<file path="config.mk">
export PLATFORM = sky130hd
export DESIGN_NAME = vga_square_anim
export DESIGN_NICKNAME = d
export VERILOG_FILES = /design/src/rtl/vga_square_anim.sv
export SDC_FILE = /design/constraint.sdc
export NUM_CORES = 1
export LEC_CHECK = 0
export CORE_MARGIN = 5
export CORE_UTILIZATION = 40
export CTS_CLUSTER_DIAMETER = 150
export CTS_CLUSTER_SIZE = 16
export DETAILED_ROUTE_END_ITERATION = 10
export HOLD_SLACK_MARGIN = 0.08
export PLACE_DENSITY = 0.67
export SLEW_MARGIN = 40
export SYNTH_ARGS = -nofsm -noshare
export SYNTH_HDL_FRONTEND = slang
export SYNTH_SLANG_ARGS = --single-unit
</file>
<file path="constraint.sdc">
create_clock -name i_clk -period 3.28 [get_ports i_clk]
set_input_delay 0.656 -clock i_clk [delete_from_list [all_inputs] [get_ports i_clk]]
set_output_delay 0.656 -clock i_clk [all_outputs]
set_load 0.02 [all_outputs]
</file>
<file path="src/rtl/vga_square_anim.sv">
// 640x480@60Hz VGA timing generator plus a bouncing square that moves one pixel diagonally per frame.
// Timing outputs are combinational decodes of the h/v registers; the square updates once per frame.
// No backpressure: everything advances only on cycles where i_pix_stb is high and holds otherwise.
module vga_square_anim #(
    parameter int H_SIZE   = 60,
    parameter int IX       = 160,
    parameter int IY       = 120,
    parameter int IX_DIR   = 1,
    parameter int IY_DIR   = 1,
    parameter int D_WIDTH  = 640,
    parameter int D_HEIGHT = 480
) (
    input  logic        i_clk,
    input  logic        i_rst_n,
    input  logic        i_pix_stb,
    output logic        o_hs,
    output logic        o_vs,
    output logic [9:0]  o_x,
    output logic [8:0]  o_y,
    output logic        o_active,
    output logic        o_blanking,
    output logic        o_screenend,
    output logic        o_animate,
    output logic [11:0] o_x1,
    output logic [11:0] o_x2,
    output logic [11:0] o_y1,
    output logic [11:0] o_y2,
    output logic        o_in_square
);

    // Horizontal timing: front porch 0..15, sync 16..111, back porch 112..159, active 160..799.
    localparam logic [9:0] HS_STA   = 10'd16;
    localparam logic [9:0] HS_END   = 10'd112;
    localparam logic [9:0] HA_STA   = 10'd160;
    localparam logic [9:0] LINE_END = 10'd799;

    // Vertical timing: active 0..479, front porch 480..489, sync 490..491, back porch 492..524.
    localparam logic [9:0] VA_END   = 10'd480;
    localparam logic [9:0] VS_STA   = 10'd490;
    localparam logic [9:0] VS_END   = 10'd492;
    localparam logic [9:0] VA_LAST  = 10'd479;
    localparam logic [9:0] SCR_END  = 10'd524;

    // Bounce limits on the square centre, and its half-width at register width.
    localparam logic [11:0] HALF   = 12'(H_SIZE);
    localparam logic [11:0] X_LO   = 12'(H_SIZE + 1);
    localparam logic [11:0] X_HI   = 12'(D_WIDTH - (H_SIZE + 1));
    localparam logic [11:0] Y_LO   = 12'(H_SIZE + 1);
    localparam logic [11:0] Y_HI   = 12'(D_HEIGHT - (H_SIZE + 1));
    localparam logic [11:0] X_INIT = 12'(IX);
    localparam logic [11:0] Y_INIT = 12'(IY);
    localparam logic        XD_INIT = (IX_DIR != 0);
    localparam logic        YD_INIT = (IY_DIR != 0);

    logic [9:0]  h_cnt;
    logic [9:0]  v_cnt;
    logic [11:0] x_pos;
    logic [11:0] y_pos;
    logic        x_dir;
    logic        y_dir;
    logic        anim_step;
    logic [11:0] px_ext;
    logic [11:0] py_ext;

    // Raster position counters: h wraps at end of line and carries into v, v wraps at end of screen.
    always_ff @(posedge i_clk or negedge i_rst_n) begin
        if (!i_rst_n) begin
            h_cnt <= 10'd0;
            v_cnt <= 10'd0;
        end else if (i_pix_stb) begin
            if (h_cnt == LINE_END) begin
                h_cnt <= 10'd0;
                if (v_cnt == SCR_END) begin
                    v_cnt <= 10'd0;
                end else begin
                    v_cnt <= v_cnt + 10'd1;
                end
            end else begin
                h_cnt <= h_cnt + 10'd1;
            end
        end
    end

    // Sync pulses, visible-area flag and pixel coordinates decoded from the raster counters.
    always_comb begin
        o_hs       = ~((h_cnt >= HS_STA) && (h_cnt < HS_END));
        o_vs       = ~((v_cnt >= VS_STA) && (v_cnt < VS_END));
        o_active   = (h_cnt >= HA_STA) && (v_cnt < VA_END);
        o_blanking = ~o_active;
        o_x        = (h_cnt < HA_STA) ? 10'd0 : (h_cnt - HA_STA);
        // y saturates at the last visible line through vertical blanking
        o_y        = (v_cnt >= VA_END) ? 9'd479 : v_cnt[8:0];
    end

    // Frame markers: animate at the last visible pixel, screenend at the last pixel of the frame.
    always_comb begin
        o_animate   = (h_cnt == LINE_END) && (v_cnt == VA_LAST);
        o_screenend = (h_cnt == LINE_END) && (v_cnt == SCR_END);
        anim_step   = o_animate && i_pix_stb;
    end

    // Square centre and direction: the move uses the current direction, while the new direction
    // is chosen from the pre-move centre, so the square overshoots the limit by one pixel.
    always_ff @(posedge i_clk or negedge i_rst_n) begin
        if (!i_rst_n) begin
            x_pos <= X_INIT;
            y_pos <= Y_INIT;
            x_dir <= XD_INIT;
            y_dir <= YD_INIT;
        end else if (anim_step) begin
            x_pos <= x_dir ? (x_pos + 12'd1) : (x_pos - 12'd1);
            y_pos <= y_dir ? (y_pos + 12'd1) : (y_pos - 12'd1);
            if (x_pos <= X_LO) begin
                x_dir <= 1'b1;
            end else if (x_pos >= X_HI) begin
                x_dir <= 1'b0;
            end
            if (y_pos <= Y_LO) begin
                y_dir <= 1'b1;
            end else if (y_pos >= Y_HI) begin
                y_dir <= 1'b0;
            end
        end
    end

    // Bounding box and the in-square flag used by the downstream colour logic.
    always_comb begin
        o_x1        = x_pos - HALF;
        o_x2        = x_pos + HALF;
        o_y1        = y_pos - HALF;
        o_y2        = y_pos + HALF;
        px_ext      = {2'b00, o_x};
        py_ext      = {3'b000, o_y};
        o_in_square = o_active
                    && (px_ext >= o_x1) && (px_ext < o_x2)
                    && (py_ext >= o_y1) && (py_ext < o_y2);
    end

endmodule

</file>
==> results.py <==
metrics = {
    "worst_setup_path": {
        "path_class": "flop to output port",
        "rrSetupSlack_ns": 0.75,
        "cp-start-kind": "flop",
        "reg2reg_depth": 8,
        "r2r-end": "y_pos[11]",
        "r2r_start": "y_dir",
        "endpoint_kind": "output port",
        "worstPathArrival_ns": 2.90,
        "critPathRequiredTime_ns": 2.62,
        "cp_max_fo": 5,
    },
    "logic_synthesis": {
        "ys_seq_elements": 46,
        "synth_ff_type": "dfrtp_1",
        "synthTopCellsByArea": "dfrtp_1 (20%), ha_1 (16%), xnor2_1 (6.5%)",
        "synth.distinct_cells": 60,
        "synth_nets": 665,
        "synthCells": 597,
        "synth.most_common_cell": "ha_1",
        "yosys.area_share.adder": 0.170,
        "synth-edff-count": 0,
        "synth_top_area_frac": 0.195,
        "async_reset_ff_frac": 1.00,
        "yosysWarningCount": 0,
        "synth_top_family_by_area": "simple AND/OR/NAND/NOR gates",
        "synth_compound_area_frac": 0.167,
        "synth_xor_area_frac": 0.122,
        "synthesis.area_um2": 4880,
        "synth_top_cells_by_count": "ha_1 (63), nand2_1 (54), inv_1 (53)",
        "synth_simple_gate_area_frac": 0.206,
        "synthMuxAreaShare": 0.0103,
        "synth_top_cell_by_area": "dfrtp_1",
        "synth_sequential_area_ratio": 0.238,
        "postSynthAreaPerCell_um2": 8.17,
    },
    "sta": {
        "whs_ns": 0.360,
        "slew_violations": 0,
        "hold_viol": 0,
        "timing.final.crit_share": 1.08,
        "worst_pin_slew_ns": 0.588,
        "relSlewSlack": 0.608,
        "final.setup.tns_ns": -0.277,
        "min_period_ns": 3.56,
        "fin_skew_ns": 0.0141,
        "rsz0062_at_grt": "yes",
        "fin_ws_ns": -0.277,
        "finalSetupViolCount": 1,
        "max_freq_mhz": 281,
    },
    "floorplanning": {
        "coreArea_um2": 12000,
        "die_w_um": 120,
        "fp.dieH_um": 120,
        "io-pin-count": 77,
        "start_util": 0.408,
        "fp-row-count": 40,
        "die_area_um2": 14500,
    },
    "finish": {
        "syn_to_final_growth_pct": 48.6,
        "final_core_util": 0.606,
        "fillers": 990,
        "diodes": 0,
        "final_layout_size_suffix_gt1_frac": 0.298,
        "final_cells": 930,
        "finalNetCount": 850,
    },
    "clocking": {
        "cts_buffer_depth": 2,
        "clk_latency_ns": 0.30,
        "postCtsHoldBufs": 0,
        "cts_root_buf": "clkbuf_16",
        "path_clk_slew_ns": 0.08,
        "htreeDepth": 2,
        "cts_tree": "done",
        "numCtsBuffers": 5,
        "cts.sinks": 46,
    },
    "drt": {
        "vias": 4952,
        "drc": 0,
        "wl_met3_um": 489,
        "wire_per_inst_um": 16.0,
        "wl_met2_um": 7600,
        "drt_iter0_drc": 333,
        "top_layer_used": "met4",
        "met1_length_um": 6440,
        "drtPass1Iterations": 5,
        "vias_per_cell": 5.32,
        "wl_um": 14800,
        "antenna_left": 0,
    },
    "pwr": {
        "leakage_nw": 3.46,
        "p_switching_w": 0.000372,
        "seqPwrFrac": 0.429,
        "ir_drop_mv": 0.199,
        "power.internal_w": 0.00106,
        "pwr-share-clk": 0.421,
        "powerDensity_nw_per_um2": 198,
        "swShare": 0.260,
        "combPwrFrac": 0.150,
    },
    "hold_path": {
        "hold_path_class": "primary input to asynchronous set/reset pin",
    },
    "grt": {
        "grt_start_max_net_pins": 44,
        "track_usage": 0.200,
        "gr-total-overflow": 0,
        "grt_first_pass_wirelength_um": 23800,
        "antenna_found_initial": 0,
        "grt_pass1_vias": 4882,
    },
    "status": {
        "violations": "setup timing",
        "status": "finished with violations",
    },
    "placed_design": {
        "gp_congestion": 0.891,
        "dp.cells": 906,
        "post-dp-hpwl_um": 11300,
        "io_buffers": 76,
    },
    "run": {
        "maxCapViolCount": 0,
    },
}
## kinds of logic after synthesis
| group | Yosys count |
|---|---|
| mux | 4 |
| flops | 46 |
| xor+xnor | 68 |
| compound gates | 135 |
| simple gates | 188 |
| fa+ha+maj | 65 |
| buf+inv | 91 |
## metrics by stage
step                cell area [um^2]  worst slack (ns)  power (W)
floorplan                       4980           -0.0708   0.000728
global placement                6630            -0.454   0.000827
detailed placement              6630            -0.526   0.000833
CTS                             7130            -0.223    0.00143
global route                    7250            -0.345    0.00149
finish                          7250            -0.277    0.00143
## worst max-delay path by stage
stage / cells after the start / startpoint / slack (ns) / to
2_1_floorplan: 11 / x_pos[2] / -0.07 / o_in_square
3_3_place_gp: 11 / v_cnt[7] / -0.45 / o_in_square
3_5_place_dp: 10 / y_pos[3] / -0.53 / o_in_square
4_1_cts: 11 / y_pos[3] / -0.22 / o_in_square
5_1_grt: 12 / y_pos[2] / -0.35 / o_in_square
6_report: 11 / y_pos[3] / -0.28 / o_in_square
## sequential cells by signal, summed over array words and instances, names as in the netlist
register,count
v_cnt,10
y_pos,12
x_pos,12
x_dir,1
y_dir,1
h_cnt,10
## worst max-delay path, cell delays in order (launching register included)
cell and delay, ns:
dfstp_2 0.62, ha_4 0.18, and3_4 0.23, nor3_4 0.05
xor2_2 0.17, inv_1 0.10, ha_4 0.28, a21o_1 0.13
a41oi_2 0.04, a211o_1 0.29, a2111oi_4 0.32, buf_4 0.19
## per-layer routing
layer | up-vias | GRT usage
li1 | 2434 | -
met1 | 2397 | 0.250
met2 | 96 | 0.361
met3 | 25 | 0.0267
met4 | 0 | 0.0559
met5 | - | 0
## timing repair
item / in CTS / in global routing
pin swaps: 27 / 6
buffers inserted: 13 / 3
gates resized for setup: 50 / 17
setup endpoints to repair: 1 / 4
## cell usage in the layout (no fill, tap or decap), types with 6 or more instances in the layout
| cell type | count |
|---|---|
| buf_4 | 138 |
| clkdlybuf4s50_1 | 71 |
| nand2_1 | 53 |
| ha_1 | 50 |
| o21ai_0 | 47 |
| inv_1 | 45 |
| dfrtp_1 | 34 |
| xnor2_1 | 32 |
| a21oi_1 | 32 |
| nor2_1 | 28 |
| xor2_1 | 28 |
| nand3_1 | 19 |
| nor3_1 | 18 |
| ha_4 | 10 |
| nand4_1 | 9 |
| a21o_1 | 9 |
| dfstp_2 | 8 |
| inv_2 | 7 |
| o21ai_1 | 6 |
## power groups by stage
stage | combinational, W | sequential [W] | clock (W)
after global placement | 0.000205 | 0.000622 | 0
final | 0.000215 | 0.000614 | 0.000603
after global routing | 0.000237 | 0.000618 | 0.000632
after CTS | 0.000213 | 0.000613 | 0.000607
after detailed placement | 0.000210 | 0.000623 | 0
after floorplan | 0.0000943 | 0.000634 | 0
## layout make-up
type                       count  area, um^2  area share
sequential                    46        1170       0.161
timing repair buffer         216        1820       0.252
tap                          147         184      0.0254
multi-input combinational    460        3710       0.511
clock buffer                   6         129      0.0178
clock inverter                 2        37.5     0.00518
inverter                      53         201      0.0278
(Power assumes the default switching activity.)
